### src/rtl/ysyx_2022040010_wb_stage.sv
// ysyx_2022040010_wb_stage: riscv64 writeback stage feeding the GPR regfile write port.
//   Two-entry buffer (head + skid) behind a valid/ready handshake from MEM; load data is
//   aligned and extended at capture time, so the regfile outputs come straight from head.
//   Ports: clk/rst (sync, active-high); wb_stall holds the head entry;
//   mem_* carries the incoming op, mem_ready = !skid valid;
//   rf_we/rf_waddr/rf_wdata write the regfile in the retire cycle; instret counts retires.
//   Optional macro YSYX_2022040010_DIFFTEST_EN adds commit_* outputs, registered one cycle after retire.
module ysyx_2022040010_wb_stage #(
   parameter int XLEN      = 64,
   parameter int INSTRET_W = 64
) (
   input  logic                 clk,
   input  logic                 rst,
   input  logic                 wb_stall,
   input  logic                 mem_valid,
   output logic                 mem_ready,
   input  logic [XLEN-1:0]      mem_pc,
   input  logic [31:0]          mem_inst,
   input  logic                 mem_rd_we,
   input  logic [4:0]           mem_rd,
   input  logic [XLEN-1:0]      mem_alu_res,
   input  logic                 mem_is_load,
   input  logic [1:0]           mem_ld_size,
   input  logic                 mem_ld_unsigned,
   input  logic [2:0]           mem_ld_offset,
   input  logic [XLEN-1:0]      mem_rdata,
   output logic                 rf_we,
   output logic [4:0]           rf_waddr,
   output logic [XLEN-1:0]      rf_wdata,
`ifdef YSYX_2022040010_DIFFTEST_EN
   output logic                 commit_valid,
   output logic [XLEN-1:0]      commit_pc,
   output logic [31:0]          commit_inst,
   output logic                 commit_wen,
   output logic [4:0]           commit_wdest,
   output logic [XLEN-1:0]      commit_wdata,
`endif
   output logic [INSTRET_W-1:0] instret
);
   typedef struct packed {
      logic            v;
      logic [XLEN-1:0] pc;
      logic [31:0]     inst;
      logic            we;
      logic [4:0]      rd;
      logic [XLEN-1:0] res;
   } entry_t;
   entry_t head_q, head_d, skid_q, skid_d, in_e;
   logic [INSTRET_W-1:0] instret_q;
   logic [7:0]  ld_b;
   logic [15:0] ld_h;
   logic [31:0] ld_w;
   logic [XLEN-1:0] ld_res;
   logic accept, retire;
   assign mem_ready = !skid_q.v;
   assign accept    = mem_valid && mem_ready;
   assign retire    = head_q.v && !wb_stall;
   assign ld_b = mem_rdata[{mem_ld_offset, 3'b000} +: 8];
   assign ld_h = mem_rdata[{mem_ld_offset[2:1], 4'b0000} +: 16];
   assign ld_w = mem_rdata[{mem_ld_offset[2], 5'b00000} +: 32];
   always_comb begin
      ld_res = mem_ld_size == 2'd0 ? {{(XLEN-8){!mem_ld_unsigned && ld_b[7]}}, ld_b} :
               mem_ld_size == 2'd1 ? {{(XLEN-16){!mem_ld_unsigned && ld_h[15]}}, ld_h} :
               mem_ld_size == 2'd2 ? {{(XLEN-32){!mem_ld_unsigned && ld_w[31]}}, ld_w} : mem_rdata;
      in_e = '{v: accept, pc: mem_pc, inst: mem_inst, we: mem_rd_we, rd: mem_rd,
               res: mem_is_load ? ld_res : mem_alu_res};
   end
   // Priority order keeps ops in sequence: a full skid always drains into head before new ops enter.
   always_comb begin
      head_d = head_q;
      skid_d = skid_q;
      if (retire && skid_q.v) begin
         head_d   = skid_q;
         skid_d.v = 1'b0;
      end else if (retire || !head_q.v) begin
         head_d = in_e;
      end else if (accept) begin
         skid_d = in_e;
      end
   end
   // Reset suppresses the write of an op retiring in the same cycle.
   assign rf_we    = retire && head_q.we && head_q.rd != 5'd0 && !rst;
   assign rf_waddr = head_q.rd;
   assign rf_wdata = head_q.res;
   assign instret  = instret_q;
   always_ff @(posedge clk) begin
      if (rst) begin
         head_q    <= '0;
         skid_q    <= '0;
         instret_q <= '0;
      end else begin
         head_q    <= head_d;
         skid_q    <= skid_d;
         instret_q <= instret_q + INSTRET_W'(retire);
      end
   end
`ifdef YSYX_2022040010_DIFFTEST_EN
   always_ff @(posedge clk) begin
      if (rst) begin
         commit_valid <= 1'b0;
         commit_pc    <= '0;
         commit_inst  <= '0;
         commit_wen   <= 1'b0;
         commit_wdest <= '0;
         commit_wdata <= '0;
      end else begin
         commit_valid <= retire;
         if (retire) begin
            commit_pc    <= head_q.pc;
            commit_inst  <= head_q.inst;
            commit_wen   <= rf_we;
            commit_wdest <= head_q.rd;
            commit_wdata <= head_q.res;
         end
      end
   end
`endif
endmodule
### config.mk
export PLATFORM = sky130hd
export DESIGN_NAME = ysyx_2022040010_wb_stage
export DESIGN_NICKNAME = d
export VERILOG_FILES = /design/src/rtl/ysyx_2022040010_wb_stage.sv
export SDC_FILE = /design/constraint.sdc
export NUM_CORES = 1
export LEC_CHECK = 0
export BUFFER_PORTS_ARGS = -buffer_cell sky130_fd_sc_hd__buf_4
export CAP_MARGIN = 20
export CORE_UTILIZATION = 56
export CTS_BUF_LIST = sky130_fd_sc_hd__clkbuf_8
export DETAILED_ROUTE_END_ITERATION = 12
export PLACE_DENSITY = 0.86
export SLEW_MARGIN = 0
export SYNTH_ARGS = -nofsm -noshare
export SYNTH_HDL_FRONTEND = slang
export SYNTH_SLANG_ARGS = --single-unit
### constraint.sdc
create_clock -name clk -period 5.35 [get_ports clk]
set_input_delay 0 -clock clk [delete_from_list [all_inputs] [get_ports clk]]
set_output_delay 0 -clock clk [all_outputs]
set_load 0.03 [all_outputs]
# Yosys cells after proc, flatten, opt, wreduce, memory -nomap -nowiden
# Index checks and enable logic that the tools add are counted.
[totals]
register_bits = 302
inputBits = 241
output_inout_bits = 135
word_cells = 46
[op_classes]
add_sub_neg = 1
eq_ne = 2
n_shift = 3
mux = 6
bitwise = 2
reduce_logical = 21
[ops]
columns = ["cell", "n"]
rows = [
  ["$mux 167", 2],
  ["$mux 64", 4],
  ["$add 64x1->64", 1],
  ["$shiftx 64x7->16", 1],
  ["$shiftx 64x7->32", 1],
  ["$shiftx 64x7->8", 1],
  ["$logic_and 1x1->1", 9],
  ["$logic_not 1->1", 5],
  ["$reduce_bool 5->1", 1],
  ["$reduce_and 3->1", 1],
  ["$eq 2x1->1 const B", 1],
  ["$eq 2x2->1 const B", 1],
  ["$logic_not 2->1", 1],
  ["$not 1->1", 2],
  ["$reduce_and 2->1", 1],
  ["$reduce_bool 2->1", 1],
  ["$reduce_or 2->1", 1],
  ["$logic_or 1x1->1", 1],
]

# Longest topological paths before layout
[logic_depth]
ltp_word = 8
mapped_depth = 11
depth_no_buf = 9

# Worst setup path after synthesis
# OpenSTA, ideal clock, no wires.
[synth_timing]
kind = "register -> register"
from = "register instret_q[0], in the netlist instret[0]"
to = "register instret_q[52], in the netlist instret[52]"
setup_time_ns = 0.070
t_arrival_ns = 2.256
required_time_ns = 5.280
slack_ns = 3.023
path_stages_with_launch = 9
n_path_buf = 1
synth_period_minus_slack_ns = 2.327
path_cell_list = "dfxtp_1 ha_1 ha_1 and4_1 and3_1 nand4_1 clkbuf_1 or4_1 a21oi_1"
[synth_via]
elab_chain_len = 1
[synth_lines]
columns = ["element", "line", "rtl"]
rows = [
  ["from (decl)", "49", "logic [INSTRET_W-1:0] instret_q;"],
  ["from (signal assigned)", "94", "instret_q <= instret_q + INSTRET_W'(retire);"],
  ["$add 64x1->64", "94", ""],
]
# Every way passes these cells.
# A chain may end at the register's enable or synchronous reset.

# Worst setup path in the final report
[layout_timing]
from = "register head_q[166] (netlist bit)"
to = "register instret_q[50], in the netlist instret[50]"
[layout_via]
elab_chain_len = 2
[layout_lines]
columns = ["element", "line", "rtl"]
rows = [
  ["from (decl)", "48", "entry_t head_q, head_d, skid_q, skid_d, in_e;"],
  ["from (signal assigned)", "88", "head_q <= '0;"],
  ["from (signal assigned)", "92", "head_q <= head_d;"],
  ["$logic_and 1x1->1", "57", "assign retire = head_q.v && !wb_stall;"],
  ["$add 64x1->64", "94", ""],
]
# Every way passes these cells.

==> results.toml <==
[critical_path]
start_kind = "register"
endpoint_kind = "register"
crit_chain = "nand2b_1 -> inv_1 -> ha_1 -> ha_1 -> and4_1 -> and3_1 -> nand4_1 -> buf_8 -> or4_1 -> a21oi_1"
startpoint = "head_q[166]$_SDFFE_PP0N_"
worst_path_largest_cell_delay_ns = 0.51
cp.arrival_ns = 3.40
cp_data_required_time_ns = 5.80
path_max_fanout = 27
rr_startpoint = "head_q[166]$_SDFFE_PP0N_"
slowest_stage = "or4_1"
crit_type = "register to register"
cpMostUsedCell = "ha_1"

[logic_synthesis]
synth_top_family_by_area = "simple AND/OR/NAND/NOR gates"
synthFlopType = "dfxtp_1"
syn_nets = 1733
synth_seq_cells = 206
synthMostInstantiatedCell = "nor2_1"
syn_inst = 1490
syn_area_um2 = 12100
avgSynthCellArea_um2 = 8.11
seq_area_frac_synth_pct = 34.1
ys_types = 63
synth_top_area_cell = "dfxtp_1"
synth_edf_count = 0
synth_top_area_share_pct = 34.1
synth-compound-area-share_pct = 23.4
synth_xor_area_share_pct = 2.25
synthArstFlopShare_pct = 0
synth_common_cells = "nor2_1 (225), dfxtp_1 (206), clkbuf_1 (105)"
synth.top_cells.by_area = "dfxtp_1 (34%), nor2_1 (7.0%), a211oi_1 (4.5%)"
synthMuxAreaShare_pct = 6.93
yosys.area_share.adder_pct = 0.207
synth_warnings = 0
synthSimpleGateAreaFrac_pct = 23.4

[power_and_ir_drop]
leakage_nw = 5.97
p_int_mw = 2.76
ir_worst_vdd_uv = 218
switchingPower_mw = 1.17
swShare_pct = 29.9
p_comb_share_pct = 19.4
seqPwrFrac_pct = 41.7
power_mw = 3.93
power_density_nw_per_um2 = 259
clkPwrFrac_pct = 38.8

[clocking]
clkTransAtPathRegs_ns = 0.06
htree_num_levels = 2
ctsRootBufferMaster = "clkbuf_8"
cts_tree = "built"
clock_latency_ns = 0.53
cts_resized = 0
post_cts_buffers = 0
clock_sinks = 206
cts_max_path_buffers = 3
cts_made_buffers = 38

[routing]
drt_iter0_markers = 1214
drc = 0
route.met3.wl_mm = 4.61
dr_wl_met2_mm = 18.3
highest_layer = "met4"
totalWireLength_mm = 40.9
vias = 12884
met1Wirelength_mm = 16.0
wire_per_inst_um = 20.5
ant_nets = 0
drt_first_pass_iters = 8
vias_per_cell = 6.45

[finish]
diodes = 0
postLayoutCoreUtil_pct = 71.8
nets = 1937
fillCellCount = 1614
final_cells = 1997
stdcell_area_um2 = 15100
area.sequential_um2 = 4120
drive_gt1_share_pct = 22.5
multi_input_area_um2 = 6840
area_delta_synth_final_pct = 25.3

[timing]
fin_ws_ns = 2.40
tightest_slew_ns = 0.955
relSlewSlack_pct = 36.4
slew_violations = 0
hold_slack_ns = 0.00864
finClkSkew_ns = 0.0202
setup_viol = 0
hold_violations = 0
fmax_mhz = 339
rsz0062_at_grt = "false"
final.setup.tns_ns = 0
min_period_ns = 2.95
fin_crit_sh_pct = 55.1

[global_routing]
antenna_found_initial = 0
grt_max_degree = 81
overflow = 0
grt_use_total_pct = 35.9
grt_pass1_vias = 11994
grt_pass1_wl_mm = 63.3

[floorplan]
die-area_um2 = 22200
core_um2 = 21100
start_util_pct = 57.3
ioPinCount = 376
rows = 53
die_h_um = 149
die_x_um = 149

[placed_design]
port_buffers = 279
place_ws_ns = 1.82
place_congestion = 0.925
dp_cells = 1850
hpwl_mm = 25.9
dpl_cell_area_um2 = 13600

[outcome]
status = "finished, final reports clean"

[run]
cap_violations = 0

[worst_hold_path]
min_path_type = "input port to register"
hold_start = "mem_rdata[56]"
## repair_timing
action | CTS | global route
endpoints found under the setup margin | 0 | 0
hold buffers | 77 | 0
endpoints found under the hold margin | 132 | 0
## path summary, 6_finish.rpt
kind,slack (ns),end,depth (start not counted)
max,2.40,instret[50]$_SDFF_PP0_,10
min,0.009,rf_wdata[24]$_SDFFE_PP0N_,4
max reg2reg,2.40,instret[50]$_SDFF_PP0_,10
min reg2reg,0.45,skid_q[20]$_SDFFE_PP0P_,2
## layout by cell type, fill, tap and decap left out, drive strengths merged, types with 26 or more instances in the layout
cell	n
a2111oi	40
a211oi	73
a21oi	99
and2	39
buf	298
clkbuf	47
dfxtp	206
dlygate4sd3	77
inv	27
mux2i	42
nand2	72
nand3	56
nor2	225
nor3b	35
o21ai	78
o41ai	32
xor2	26
## routing by layer
layer  global-route usage (%)  up-vias
met5                        0        -
met4                     17.8        0
met3                     8.72      160
met2                     55.7      812
met1                     46.5     6081
li1                         -     5831
## flip-flops by register name (all words and copies together) (netlist names)
register and cells:
instret 64, skid_q 71, rf_wdata 64, head_q 2, rf_waddr 5
## power groups by stage
stage / Combinational, mW / Sequential (mW) / Clock, mW
after global placement: 0.683 / 1.67 / 0
after detailed placement: 0.697 / 1.67 / 0
after CTS: 0.745 / 1.64 / 1.53
final: 0.764 / 1.64 / 1.53
after floorplan: 0.491 / 1.66 / 0
after global routing: 0.806 / 1.65 / 1.61
## final cells by class
class / instances / area share (%)
Inverter: 13 / 0.322
Sequential cell: 206 / 27.2
Clock inverter: 21 / 0.768
Timing Repair Buffer: 375 / 20.0
Clock buffer: 47 / 4.27
Multi-Input combinational cell: 1060 / 45.1
Tap cell: 275 / 2.27
## cells by family after synthesis
family	Yosys count
adder cells (fa/ha/maj)	2
buffers and inverters	224
flip-flops	206
multiplexers	64
AND/OR/NAND/NOR	551
AO/OA/AOI/OAI	412
XOR/XNOR	31
## worst max-delay path, delay by kind of cell, from the launching register on
family	cells	cell delay, ns
AND/OR/NAND/NOR	5	1.44
adder cells (fa/ha/maj)	2	0.46
buffers and inverters	2	0.43
flip-flops	1	0.36
AO/OA/AOI/OAI	1	0.16
(Power assumes the default switching activity.)
